### src/rtl/bus_arbiter_pkg.sv
// Shared definitions for the two-master bus arbiter.
//   Clock_t     : clock bundle; base is the only clock, rst is a synchronous
//                 active-high reset.
//   ArbState_t  : arbiter ownership states.
//   BUS_MASTER_*: master indices (0 = data/MEM stage, 1 = instruction fetch).
package bus_arbiter_pkg;

    typedef struct packed {
        logic base;
        logic rst;
    } Clock_t;

    typedef enum logic [1:0] {
        IDLE,
        OWN0,
        OWN1
    } ArbState_t;

    localparam logic BUS_MASTER_DATA = 1'b0;
    localparam logic BUS_MASTER_INST = 1'b1;

endpackage

### src/rtl/bus_if.sv
// Simple request/stall bus between a master and a slave.
//   master modport: drives address, data_wr, mask, read, write;
//                   receives stall, data_rd, data_rd_2, interrupt.
//   slave modport : the mirror image.
interface Bus_if;
    logic [31:0] address;
    logic [31:0] data_wr;
    logic [3:0]  mask;
    logic        read;
    logic        write;
    logic        stall;
    logic [31:0] data_rd;
    logic [31:0] data_rd_2;
    logic [5:0]  interrupt;

    modport master (
        output address, data_wr, mask, read, write,
        input  stall, data_rd, data_rd_2, interrupt
    );

    modport slave (
        input  address, data_wr, mask, read, write,
        output stall, data_rd, data_rd_2, interrupt
    );
endinterface

### src/rtl/bus_rr_picker.sv
// Combinational two-way round-robin pick used while the arbiter is idle.
//   req0, req1 : request from master 0 / master 1
//   rr         : master favoured when both request
//   valid      : at least one request present
//   winner     : chosen master index (meaningful only when valid=1)
module bus_rr_picker (
    input  logic req0,
    input  logic req1,
    input  logic rr,
    output logic valid,
    output logic winner
);

    always_comb begin
        valid  = req0 | req1;
        winner = (req0 & req1) ? rr : req1;
    end

endmodule

### src/rtl/bus_arbiter.sv
// Two-master round-robin bus arbiter with zero added latency.
//   clk : clock bundle (clk.base clock, clk.rst synchronous active-high reset)
//   m0  : data-memory master (CPU MEM stage), slave side of its bus
//   m1  : instruction-fetch master, slave side of its bus
//   bus : shared downstream bus towards the address decoder/slaves
// An uncontended request goes straight through in the same cycle. When the
// slave stalls, ownership is locked to the winner until it completes or
// aborts, so address/data stay stable for the slave.
module bus_arbiter
    import bus_arbiter_pkg::*;
#(
    parameter int unsigned RESET_PRIORITY = 0
) (
    input  Clock_t       clk,
    Bus_if.slave         m0,
    Bus_if.slave         m1,
    Bus_if.master        bus
);

    ArbState_t state_q, state_d;
    logic      rr_q, rr_d;

    logic req0, req1;
    logic pick_valid, pick_winner;
    logic win_valid, winner, owner_req;
    logic grant_live, sel_inst;

    assign req0 = m0.read | m0.write;
    assign req1 = m1.read | m1.write;

    bus_rr_picker u_picker (
        .req0   (req0),
        .req1   (req1),
        .rr     (rr_q),
        .valid  (pick_valid),
        .winner (pick_winner)
    );

    // Winner selection. owner_req low in OWNk means the owner abandoned its
    // request; the grant is held but nothing is driven onto the bus.
    always_comb begin
        win_valid = 1'b0;
        winner    = BUS_MASTER_DATA;
        owner_req = 1'b0;
        unique case (state_q)
            OWN0: begin
                win_valid = 1'b1;
                winner    = BUS_MASTER_DATA;
                owner_req = req0;
            end
            OWN1: begin
                win_valid = 1'b1;
                winner    = BUS_MASTER_INST;
                owner_req = req1;
            end
            default: begin
                win_valid = pick_valid;
                winner    = pick_winner;
                owner_req = 1'b1;
            end
        endcase
    end

    assign grant_live = win_valid & owner_req & ~clk.rst;
    assign sel_inst   = win_valid & (winner == BUS_MASTER_INST);

    // Downstream request path; with no winner the m0 fields pass through.
    assign bus.address = sel_inst ? m1.address : m0.address;
    assign bus.data_wr = sel_inst ? m1.data_wr : m0.data_wr;
    assign bus.mask    = sel_inst ? m1.mask    : m0.mask;
    assign bus.read    = grant_live & (sel_inst ? m1.read  : m0.read);
    assign bus.write   = grant_live & (sel_inst ? m1.write : m0.write);

    // Live winner sees the slave stall; anyone else stalls iff requesting.
    assign m0.stall = clk.rst | ((grant_live & ~sel_inst) ? bus.stall : req0);
    assign m1.stall = clk.rst | ((grant_live &  sel_inst) ? bus.stall : req1);

    assign m0.data_rd   = bus.data_rd;
    assign m0.data_rd_2 = bus.data_rd_2;
    assign m0.interrupt = bus.interrupt;
    assign m1.data_rd   = bus.data_rd;
    assign m1.data_rd_2 = bus.data_rd_2;
    assign m1.interrupt = bus.interrupt;

    // The same rules cover IDLE and OWNk: abort drops to IDLE keeping rr,
    // a stall locks/holds ownership, a completion frees the bus and hands
    // priority to the other master.
    always_comb begin
        state_d = state_q;
        rr_d    = rr_q;
        if (win_valid) begin
            if (!owner_req) begin
                state_d = IDLE;
            end else if (bus.stall) begin
                state_d = winner ? OWN1 : OWN0;
            end else begin
                state_d = IDLE;
                rr_d    = ~winner;
            end
        end
    end

    always_ff @(posedge clk.base) begin
        if (clk.rst) begin
            state_q <= IDLE;
            rr_q    <= (RESET_PRIORITY != 0);
        end else begin
            state_q <= state_d;
            rr_q    <= rr_d;
        end
    end

endmodule
### src/flat_wrapper.sv
// flat-port wrapper written by rule: the top's interface ports become plain ports
module bus_arbiter_flat import bus_arbiter_pkg::*;
#(
    parameter int unsigned RESET_PRIORITY = 0
)
  (clk, m0_address, m0_data_wr, m0_mask, m0_read, m0_write, m0_stall, m0_data_rd, m0_data_rd_2, m0_interrupt, m1_address, m1_data_wr, m1_mask, m1_read, m1_write, m1_stall, m1_data_rd, m1_data_rd_2, m1_interrupt, bus_address, bus_data_wr, bus_mask, bus_read, bus_write, bus_stall, bus_data_rd, bus_data_rd_2, bus_interrupt);
  Bus_if m0_i ();
  Bus_if m1_i ();
  Bus_if bus_i ();
  input  Clock_t clk;
  input wire logic [$bits(m0_i.address)-1:0] m0_address;
  input wire logic [$bits(m0_i.data_wr)-1:0] m0_data_wr;
  input wire logic [$bits(m0_i.mask)-1:0] m0_mask;
  input wire logic [$bits(m0_i.read)-1:0] m0_read;
  input wire logic [$bits(m0_i.write)-1:0] m0_write;
  output wire logic [$bits(m0_i.stall)-1:0] m0_stall;
  output wire logic [$bits(m0_i.data_rd)-1:0] m0_data_rd;
  output wire logic [$bits(m0_i.data_rd_2)-1:0] m0_data_rd_2;
  output wire logic [$bits(m0_i.interrupt)-1:0] m0_interrupt;
  input wire logic [$bits(m1_i.address)-1:0] m1_address;
  input wire logic [$bits(m1_i.data_wr)-1:0] m1_data_wr;
  input wire logic [$bits(m1_i.mask)-1:0] m1_mask;
  input wire logic [$bits(m1_i.read)-1:0] m1_read;
  input wire logic [$bits(m1_i.write)-1:0] m1_write;
  output wire logic [$bits(m1_i.stall)-1:0] m1_stall;
  output wire logic [$bits(m1_i.data_rd)-1:0] m1_data_rd;
  output wire logic [$bits(m1_i.data_rd_2)-1:0] m1_data_rd_2;
  output wire logic [$bits(m1_i.interrupt)-1:0] m1_interrupt;
  output wire logic [$bits(bus_i.address)-1:0] bus_address;
  output wire logic [$bits(bus_i.data_wr)-1:0] bus_data_wr;
  output wire logic [$bits(bus_i.mask)-1:0] bus_mask;
  output wire logic [$bits(bus_i.read)-1:0] bus_read;
  output wire logic [$bits(bus_i.write)-1:0] bus_write;
  input wire logic [$bits(bus_i.stall)-1:0] bus_stall;
  input wire logic [$bits(bus_i.data_rd)-1:0] bus_data_rd;
  input wire logic [$bits(bus_i.data_rd_2)-1:0] bus_data_rd_2;
  input wire logic [$bits(bus_i.interrupt)-1:0] bus_interrupt;
  assign m0_i.address = m0_address;
  assign m0_i.data_wr = m0_data_wr;
  assign m0_i.mask = m0_mask;
  assign m0_i.read = m0_read;
  assign m0_i.write = m0_write;
  assign m0_stall = m0_i.stall;
  assign m0_data_rd = m0_i.data_rd;
  assign m0_data_rd_2 = m0_i.data_rd_2;
  assign m0_interrupt = m0_i.interrupt;
  assign m1_i.address = m1_address;
  assign m1_i.data_wr = m1_data_wr;
  assign m1_i.mask = m1_mask;
  assign m1_i.read = m1_read;
  assign m1_i.write = m1_write;
  assign m1_stall = m1_i.stall;
  assign m1_data_rd = m1_i.data_rd;
  assign m1_data_rd_2 = m1_i.data_rd_2;
  assign m1_interrupt = m1_i.interrupt;
  assign bus_address = bus_i.address;
  assign bus_data_wr = bus_i.data_wr;
  assign bus_mask = bus_i.mask;
  assign bus_read = bus_i.read;
  assign bus_write = bus_i.write;
  assign bus_i.stall = bus_stall;
  assign bus_i.data_rd = bus_data_rd;
  assign bus_i.data_rd_2 = bus_data_rd_2;
  assign bus_i.interrupt = bus_interrupt;
  bus_arbiter #(.RESET_PRIORITY(RESET_PRIORITY)) u_core (.clk(clk), .m0(m0_i), .m1(m1_i), .bus(bus_i));
endmodule
### config.mk
export PLATFORM = sky130hd
export DESIGN_NAME = bus_arbiter_flat
export DESIGN_NICKNAME = d
export VERILOG_FILES = /design/src/rtl/bus_arbiter_pkg.sv /design/src/rtl/bus_if.sv /design/src/rtl/bus_rr_picker.sv /design/src/rtl/bus_arbiter.sv /design/src/flat_wrapper.sv
export SDC_FILE = /design/constraint.sdc
export NUM_CORES = 1
export LEC_CHECK = 0
export BUFFER_PORTS_ARGS = -buffer_cell sky130_fd_sc_hd__buf_4
export CORE_AREA = 2 2 166 168
export CTS_CLUSTER_DIAMETER = 40
export DETAILED_ROUTE_END_ITERATION = 10
export DIE_AREA = 0 0 168 170
export HOLD_SLACK_MARGIN = 0.1
export PLACE_DENSITY = 0.42
export SLEW_MARGIN = 40
export SYNTH_ARGS = -nofsm -noshare
export SYNTH_HDL_FRONTEND = slang
export SYNTH_HIERARCHICAL = 1
export SYNTH_SLANG_ARGS = --single-unit
### constraint.sdc
create_clock -name clk -period 5.05 [get_ports clk]
set_clock_uncertainty 0.2 [all_clocks]
set_input_delay 0.7575 -clock clk [delete_from_list [all_inputs] [get_ports clk]]
set_output_delay 0.7575 -clock clk [all_outputs]
set_load 0.01 [all_outputs]
==> results.md <==
* Synth Flop Type: dfxtp_1
* Share of the synthesized area in the top cell type at 0.477
* First-pass GRT wire length at 11.1 mm
* Largest family of logic cells by synthesized area: buffers and inverters
* Buf/Inv on CP at 5
* Vias per cell at 2.86
* Area grow syn2layout at 52.4%
* Critical path arrival at 3.52 ns
* Status: finished, violations left
* Syn_area_per_cell at 8.49 µm²
* Initial antenna violation count at 0
* # hold bufs at CTS at 0
* Fin. Hold Viols at 3
* Register area share after synthesis at 0.0271
* Sequential share of power at 0.030
* Library cells used by synthesis at 28
* Crit end category: primary output
* Placed cells at 667
* Area share of fa/ha/maj cells after synthesis at 0.0113
* Most used routing layer: met2
* Clock share of power at 0.383
* Mapped cell area at 0.00222 mm²
* Largest net degree at the start of global routing at 70
* Placed cell area at 0.00315 mm²
* Top delay family on crit path: buffers and inverters
* Initial Util at 0.0832
* Vias in the first global route at 2056
* Max Slew Vio Count at 0
* Syn Inst Count at 261
* Switching part of the total at 0.340
* Buffers on Ports at 213
* Avg WL per Cell at 12.2 µm
* Setup violators final at 0
* Hold WS at -0.120 ns
* VDD IR max at 172 µV
* Setup Buffers After CTS at 0
* DRC viols at 0
* Floorplan core area at 0.0267 mm²
* WL final at 8.26 mm
* Total power at 1.19 mW
* Grt met1 use at 0.0494
* Fin nets at 552
* CP startpoint kind: clock port
* Worst-margin pin slew at 0.611 ns
* DRT Pass-1 Iters at 4
* Most frequent cell after synthesis: buf_4
* Gr usage total at 0.0516
* CTS tree: built
* Io pins at 425
* Mux share of post-synthesis cell area at 0.361
* Max-cap viol count at 0
* Top post-synthesis cells by area: buf_4, mux2_2, mux2_4, dfxtp_1, buf_2
* Met3 Use GR at 0.0333
* Post-synthesis compound-gate area fraction at 0.0468
* Lkg Pwr at 1.56 nW
* Die area at 0.0286 mm²
* Crit-path max cell delay at 0.17 ns
* Failing checks: hold timing
* Design area at 0.00338 mm²
* Post-CTS Resized at 0
* Fill cell count at 3064
* Remaining global-route overflow at 0
* Xor and xnor area share after synthesis at 0
* P_int at 0.787 mW
* EDFF count, synth at 0
* Critical Path Fanout Max at 4
* Async SR Flop Fraction at 0
* PwrDens at 353 mW/mm²
* Final WS setup at 0.573 ns
* Share of cells above drive strength 1 at 0.869
* Finished Layout Cells at 678
* DRT iter0 DRCs at 80
* CP max stage cell: clkbuf_16
* Cell accounting for the most synthesized area: buf_4
* Hpwl dp at 7.03 mm
* Total number of vias at 1940
* WS Path Type: clk -> out
* Yosys reg bits at 3
* Unrepaired setup endpoints after global routing: false
* Most frequent cells after synthesis: buf_4, mux2_2, mux2_4, nand2_1
* Worst Path Required at 4.09 ns
* Placer congestion estimate at 0.698
* Clock slew at reported path FFs at 0.03 ns
* Max transition margin at 0.593
* M2 GR Usage at 0.0728
* HP Class: clk -> reg
* Final antenna-violating net count at 0
* Pre-CTS setup slack at 1.17 ns
* Net Sw Power at 0.406 mW
* Simple-Gate Fraction of Synth Area at 0.0468
* Worst path cell trace: clkbuf_16, clkbuf_16, nand2b_1, clkbuf_16, clkbuf_16, a21oi_1, buf_4
* Syn_nets at 476
* Standard-cell row count at 60
* Setup TNS at 0 ns
* Synth warnings at 6
* Logic pwr share at 0.587
* Fin util at 0.127
* Die Width at 168 µm
* Antenna cells at 0
* Height of the die at 170 µm
* Most frequent CP cell: clkbuf_16
* Clk Latency, worst-skew pair at 0.23 ns
## registers in the layout, summed over array words and instances (netlist names)
name and flops:
u_core/rr_q 1, u_core/state_q 2
## power by group through the flow
| stage | logic, mW | registers, mW | clock network [mW] |
|---|---|---|---|
| 2_1_floorplan | 0.515 | 0.0348 | 0.0366 |
| 3_3_place_gp | 0.714 | 0.0359 | 0.0616 |
| 3_5_place_dp | 0.712 | 0.0358 | 0.0616 |
| 4_1_cts | 0.715 | 0.0354 | 0.473 |
| 5_1_grt | 0.751 | 0.0364 | 0.482 |
| 6_report | 0.700 | 0.0353 | 0.457 |
## worst reg2reg max path: stages (launching register included)
cell and delay [ns]:
dfxtp_1 0.34, inv_1 0.05, ha_1 0.38, nand2b_1 0.39, nand2_8 0.42, a32oi_1 0.35, nor2_1 0.06
## final timing paths
check	end	slack, ns	cells past startpoint	from
setup / recovery	bus_write	0.57	7	clk[0]
hold / removal	u_core/state_q[0]	-0.12	3	clk[0]
setup reg to reg	u_core/state_q[1]	2.75	6	u_core/state_q[0]
hold reg to reg	u_core/state_q[0]	0.27	2	u_core/state_q[0]
## cells by family after synthesis
logic type               after synthesis
adder cells (fa/ha/maj)                2
buffers and inverters                153
AO/OA/AOI/OAI                         15
AND/OR/NAND/NOR                       20
multiplexers                          68
flip-flops                             3
## metal layers
layer / vias to the layer above / share of wire
met1: 812 / 0.32
li1: 883 / -
met3: 62 / 0.15
met5: - / 0.0063
met2: 181 / 0.46
met4: 2 / 0.068
## cell type report
| cell class | count | area [µm²] | share of cell area |
|---|---|---|---|
| clock buffers | 14 | 259 | 0.0767 |
| clock inverters | 1 | 3.75 | 0.00111 |
| multi-input cells | 105 | 1040 | 0.308 |
| inverters | 5 | 18.8 | 0.00556 |
| well taps | 341 | 427 | 0.126 |
| repair buffers | 209 | 1570 | 0.464 |
| flip-flops and latches | 3 | 60.1 | 0.0178 |
## cells in the final DEF, fill, tap and decap left out, types with 2 or more instances in the layout
master       n
nand2b_1     2
o21ai_0      2
nand3_1      3
mux2_4       9
ha_1         2
inv_1        5
dfxtp_1      3
nand4_1      2
clkbuf_16    9
mux2_2      59
buf_4      213
a21oi_1      4
nand2_1      6
nor2_1       3
(Power assumes the default switching activity.)
